$ cat src/rtl/led_pkg.sv
// Shared types for the LED sequencer: pattern modes, FSM states, bounce direction.
package led_pkg;

    typedef enum logic [1:0] {
        MODE_ADD    = 2'd0,
        MODE_ROTATE = 2'd1,
        MODE_BOUNCE = 2'd2,
        MODE_TOGGLE = 2'd3
    } mode_e;

    typedef enum logic {
        ST_IDLE = 1'b0,
        ST_RUN  = 1'b1
    } state_e;

    typedef enum logic {
        DIR_LEFT  = 1'b0,
        DIR_RIGHT = 1'b1
    } dir_e;

endpackage

$ cat src/rtl/led_step_timer.sv
// Step timer: counts clock cycles while enabled and flags the last cycle of each step.
module led_step_timer #(
    parameter int CNT_WIDTH = 32
) (
    input  logic                 CLK,
    input  logic                 RST_N,
    input  logic                 en,
    input  logic                 clr,
    input  logic [CNT_WIDTH-1:0] step,
    output logic                 tick
);

    logic [CNT_WIDTH-1:0] count_reg;
    logic [CNT_WIDTH-1:0] count_next;
    logic [CNT_WIDTH-1:0] eff_step;

    // A step of zero would never tick, so it behaves as one cycle per step.
    assign eff_step = (step == '0) ? CNT_WIDTH'(1) : step;
    assign tick     = en && (count_reg == (eff_step - CNT_WIDTH'(1)));

    always_comb begin
        count_next = count_reg;
        if (clr) begin
            count_next = '0;
        end else if (en) begin
            count_next = tick ? '0 : (count_reg + CNT_WIDTH'(1));
        end
    end

    always_ff @(posedge CLK or negedge RST_N) begin
        if (!RST_N) begin
            count_reg <= '0;
        end else begin
            count_reg <= count_next;
        end
    end

endmodule

$ cat src/rtl/led_sequencer.sv
// LED pattern sequencer: config register behind a valid/ready port, IDLE/RUN control
// and a four-mode pattern datapath advanced by the step timer.
module led_sequencer
    import led_pkg::*;
#(
    parameter int WIDTH        = 8,
    parameter int CNT_WIDTH    = 32,
    parameter int DEFAULT_STEP = 10,
    parameter int DEFAULT_INC  = 10
) (
    input  logic                 CLK,
    input  logic                 RST_N,
    input  logic                 CMD_VALID,
    output logic                 CMD_READY,
    input  logic [1:0]           CMD_MODE,
    input  logic [CNT_WIDTH-1:0] CMD_STEP,
    input  logic [WIDTH-1:0]     CMD_INC,
    input  logic                 START,
    input  logic                 STOP,
    output logic [WIDTH-1:0]     LED,
    output logic                 BUSY,
    output logic                 TICK
);

    state_e               state_reg, state_next;
    mode_e                mode_reg;
    logic [CNT_WIDTH-1:0] step_reg;
    logic [WIDTH-1:0]     inc_reg;
    logic [WIDTH-1:0]     led_reg, led_next;
    dir_e                 dir_reg, dir_next;
    logic [WIDTH-1:0]     led_rot;
    logic [WIDTH-1:0]     bounce_shift;
    logic                 cmd_accept;
    logic                 timer_en;
    logic                 timer_clr;
    logic                 step_tick;
    logic                 led_update;

    assign cmd_accept = CMD_VALID && (state_reg == ST_IDLE);
    assign timer_en   = (state_reg == ST_RUN);
    // A coincident STOP wins over the tick, so the held LED value is not advanced.
    assign led_update = step_tick && !STOP;

    assign CMD_READY = (state_reg == ST_IDLE);
    assign BUSY      = (state_reg == ST_RUN);
    assign TICK      = step_tick;
    assign LED       = led_reg;

    led_step_timer #(
        .CNT_WIDTH(CNT_WIDTH)
    ) u_timer (
        .CLK  (CLK),
        .RST_N(RST_N),
        .en   (timer_en),
        .clr  (timer_clr),
        .step (step_reg),
        .tick (step_tick)
    );

    genvar gi;
    generate
        for (gi = 0; gi < WIDTH; gi++) begin : g_rot
            assign led_rot[gi] = led_reg[(gi + WIDTH - 1) % WIDTH];
        end
    endgenerate

    always_comb begin
        state_next = state_reg;
        timer_clr  = 1'b0;
        case (state_reg)
            ST_IDLE: begin
                timer_clr = 1'b1;
                if (START) begin
                    state_next = ST_RUN;
                end
            end
            ST_RUN: begin
                if (STOP) begin
                    state_next = ST_IDLE;
                    timer_clr  = 1'b1;
                end
            end
            default: state_next = ST_IDLE;
        endcase
    end

    always_comb begin
        led_next     = led_reg;
        dir_next     = dir_reg;
        bounce_shift = '0;
        if (led_update) begin
            case (mode_reg)
                MODE_ADD: led_next = led_reg + inc_reg;
                MODE_ROTATE: led_next = (led_reg == '0) ? WIDTH'(1) : led_rot;
                MODE_BOUNCE: begin
                    if (!$onehot(led_reg)) begin
                        led_next = WIDTH'(1);
                        dir_next = DIR_LEFT;
                    // At the top bit the only way is down, whatever dir says.
                    end else if (led_reg[WIDTH-1] || (dir_reg == DIR_RIGHT && !led_reg[0])) begin
                        bounce_shift = led_reg >> 1;
                        led_next     = bounce_shift;
                        dir_next     = bounce_shift[0] ? DIR_LEFT : DIR_RIGHT;
                    end else begin
                        bounce_shift = led_reg << 1;
                        led_next     = bounce_shift;
                        dir_next     = bounce_shift[WIDTH-1] ? DIR_RIGHT : DIR_LEFT;
                    end
                end
                MODE_TOGGLE: led_next = led_reg ^ inc_reg;
                default: led_next = led_reg;
            endcase
        end
    end

    always_ff @(posedge CLK or negedge RST_N) begin
        if (!RST_N) begin
            state_reg <= ST_IDLE;
            mode_reg  <= MODE_ADD;
            step_reg  <= CNT_WIDTH'(DEFAULT_STEP);
            inc_reg   <= WIDTH'(DEFAULT_INC);
            led_reg   <= '0;
            dir_reg   <= DIR_LEFT;
        end else begin
            state_reg <= state_next;
            led_reg   <= led_next;
            dir_reg   <= dir_next;
            if (cmd_accept) begin
                mode_reg <= mode_e'(CMD_MODE);
                step_reg <= CMD_STEP;
                inc_reg  <= CMD_INC;
            end
        end
    end

endmodule

$ cat config.mk
export PLATFORM = sky130hd
export DESIGN_NAME = led_sequencer
export DESIGN_NICKNAME = d
export VERILOG_FILES = /design/src/rtl/led_pkg.sv /design/src/rtl/led_step_timer.sv /design/src/rtl/led_sequencer.sv
export SDC_FILE = /design/constraint.sdc
export NUM_CORES = 1
export LEC_CHECK = 0
export ABC_AREA = 1
export BUFFER_PORTS_ARGS = -buffer_cell sky130_fd_sc_hd__buf_2
export CAP_MARGIN = 20
export CORE_ASPECT_RATIO = 1.75
export CORE_MARGIN = 3
export CORE_UTILIZATION = 50
export DETAILED_ROUTE_END_ITERATION = 12
export PLACE_DENSITY = 0.69
export SYNTH_ARGS = -nofsm -noshare
export SYNTH_HDL_FRONTEND = slang
export SYNTH_SLANG_ARGS = --single-unit
$ cat constraint.sdc
create_clock -name CLK -period 6.5 [get_ports CLK]
set_clock_uncertainty 0.2 [all_clocks]
set_input_delay 0.65 -clock CLK [delete_from_list [all_inputs] [get_ports CLK]]
set_output_delay 0.65 -clock CLK [all_outputs]
set_load 0.005 [all_outputs]
==> impl_metrics.ini <==
[placed_design]
place_congestion = 0.987
place_inst = 1074
dp_hpwl_um = 13300
portBuffers = 57
placed_cell_area_mm2 = 0.00664

[yosys]
ys_warn_count = 0
synth_seq_cells = 84
synth_area_mm2 = 0.00621
synth_top_flop_cell = dfrtp_1
synth.distinct_cells = 46
synth_edf_count = 0
ys_async_sr_fraction_pct = 100
syn_inst = 862
ys_seq_area_share_pct = 34.0
synth_nets = 927
postSynthAreaPerCell_um2 = 7.20

[sta]
setup_tns_ns = 0
rsz0062_at_grt = false
max_freq_mhz = 226
slew_headroom_pct = 31.6
hold_viol = 0
min_period_ns = 4.42
hold_slack_ns = 0.278
worstMarginPinSlew_ns = 1.03
maxSlewViolCount = 0
finalCritPeriodShare_pct = 68.0
setup_viol = 0

[grt]
grt-ovfl-total = 0
groute.usage.overall_pct = 25.1
antenna_found_initial = 0
grt_max_degree = 81
grt_pass1_wl_um = 27800
grt_pass1_vias = 5768

[routing]
drtAntennaViolNets = 0
routed_wl_um = 16600
initialDrtViolationCount = 228
drc_errors = 0
vias = 5691
dr.pass1.iters = 5
wl_per_cell_um = 15.3
via_per_inst = 5.22

[pwr]
clockPowerShare_pct = 36.0
p_int_mw = 1.12
leakage_nw = 3.30
cellPowerDensity_mw_per_mm2 = 238
p_sw_uw = 545
combPwrFrac_pct = 24.9
vdd_ir_drop_max_mv = 0.157
switching_share_pct = 32.7
seqPwrFrac_pct = 39.1

[clock_network]
cts_num_sinks = 84
cts_made_buffers = 9
htreeDepth = 3
clk_latency_ns = 0.35
root_buffer = clkbuf_16
post_cts_resized = 0
clockBufferDepth = 2
post_cts_buffers = 0
clk_pin_slew_worst_paths_ns = 0.06
cts_tree = built

[finish]
fin_area_mm2 = 0.00700
area_growth_pct = 12.8
drive_gt1_share_pct = 15.6
final_core_util_pct = 58.0
final_common_cell = nand2_1
instances_no_fill = 1091
antenna_cells = 0
fin_nets = 986
layout_common_cells = nand2_1 (172), nor2_1 (149), inv_1 (119), dfrtp_1 (80), nand3_1 (58)

[floorplanning]
io_pins = 58
coreArea_mm2 = 0.0121
die_width_um = 90.2
die_h_um = 153
start_util_pct = 51.4
die_area_mm2 = 0.0138
rows = 53

[critical_path]
r2r_start = LED[3]
crit_slowest_cell = fa_1
critical_path.most_common_cell = inv_1
critPathKind = flip-flop to flip-flop
cp.arrival_ns = 4.51
cp.required_ns = 6.58
worst_path_largest_cell_delay_ns = 0.52
worstSetupEndpointType = flip-flop
cp-start-kind = flip-flop
crit_path_start = LED[3]
cp_max_fo = 7
worstPathCellList = fa_1 > inv_1 > fa_1 > fa_1 > inv_1 > ha_1 > inv_1 > fa_1 > nand3_1 > a21oi_1 > inv_1 > nor2_1 > inv_1 > o21ai_0 > a21oi_1 > a21oi_1 > nand4_1 > nand2_1

[flow_run]
cap_violations = 0

[hold_path]
hold_class = flip-flop to flip-flop
worstHoldStart = u_timer.count_reg[0]

[run_status]
status = finished clean
==> per-layer routing <==
layer / part of all wire [%] / vias up / track usage, %
met3: 2.6 / 66 / 3.64
met2: 54 / 131 / 46.8
met1: 37 / 2641 / 26.3
met5: 0 / - / 0
li1: - / 2853 / -
met4: 6.3 / 0 / 14.5
==> layout make-up <==
type / instances / area [µm²]
clock buffers: 9 / 225
clock inverters: 7 / 123
fillers: 1202 / 5070
inverters: 124 / 465
multi-input cells: 642 / 3560
flip-flops and latches: 84 / 2110
well taps: 165 / 206
repair buffers: 60 / 313
==> Yosys cell counts, types with 2 or more instances <==
| cell | count | share of area [%] |
|---|---|---|
| nand3b_1 | 2 | 0.24 |
| xnor2_1 | 18 | 2.5 |
| inv_2 | 5 | 0.30 |
| buf_6 | 2 | 0.36 |
| nor2_4 | 6 | 1.1 |
| nand3_2 | 4 | 0.65 |
| dfstp_2 | 4 | 1.7 |
| nor2_1 | 149 | 9.0 |
| and2_1 | 3 | 0.30 |
| a21oi_1 | 46 | 3.7 |
| nor3_1 | 17 | 1.4 |
| nand2_1 | 173 | 10 |
| dfrtp_1 | 80 | 32 |
| inv_1 | 119 | 7.2 |
| o21ai_1 | 3 | 0.24 |
| ha_1 | 13 | 2.6 |
| fa_1 | 5 | 1.6 |
| or2_2 | 3 | 0.30 |
| o21bai_1 | 2 | 0.24 |
| mux2_2 | 12 | 2.2 |
| clkbuf_1 | 9 | 0.54 |
| nor3_2 | 11 | 1.8 |
| nor2_2 | 14 | 1.4 |
| a21o_1 | 2 | 0.24 |
| xor2_1 | 42 | 5.9 |
| o21ai_0 | 22 | 1.8 |
| nand3_1 | 58 | 4.7 |
| nand4_1 | 11 | 1.1 |
| nand2_4 | 3 | 0.54 |
| nor4_1 | 6 | 0.60 |
| a22oi_1 | 2 | 0.24 |
| o22ai_1 | 2 | 0.20 |
==> cell families after synthesis <==
kind of cell / Yosys count / share of synthesized area, %
simple gates: 468 / 35.1
buf+inv: 136 / 8.73
compound gates: 84 / 7.32
flops: 84 / 34.0
xor+xnor: 60 / 8.47
fa+ha+maj: 18 / 4.23
mux: 12 / 2.18
==> stage by stage <==
| stage | power (mW) | setup slack, ns |
|---|---|---|
| 6_report | 1.66 | 2.08 |
| 3_3_place_gp | 1.07 | 2.15 |
| 5_1_grt | 1.76 | 1.78 |
| 2_1_floorplan | 0.946 | 2.51 |
| 4_1_cts | 1.68 | 2.09 |
| 3_5_place_dp | 1.07 | 2.12 |
==> final timing paths <==
path	to	slack, ns	cells after the start
max	LED[3]	2.08	18
min	u_timer.count_reg[0]	0.28	1
max reg2reg	LED[3]	2.08	18
min reg2reg	u_timer.count_reg[0]	0.28	1
max in group asynchronous	step_reg[10]	4.46	3
min in group asynchronous	LED[6]	0.44	2
==> power by group through the flow <==
stage               clock (mW)  combinational, mW  sequential, mW
detailed placement           0              0.413           0.658
finish                   0.600              0.415           0.650
floorplan                    0              0.309           0.636
CTS                      0.613              0.415           0.650
global placement             0              0.411           0.657
global route             0.631              0.473           0.658
==> worst max-delay path: cells and delay by family, from the launching register on <==
| kind | cells | cell delay (ns) |
|---|---|---|
| adders and majority gates | 5 | 2.05 |
| AOI/OAI and AO/OA | 4 | 0.78 |
| DFF | 1 | 0.47 |
| and+or+nand+nor | 4 | 0.53 |
| buffers and inverters | 5 | 0.32 |
==> timing repair <==
item,in CTS,in global routing
endpoints found under the setup margin,0,0
endpoints found under the hold margin,4,0
hold buffers,1,0
Note: power is estimated with default switching activity, not from simulation.
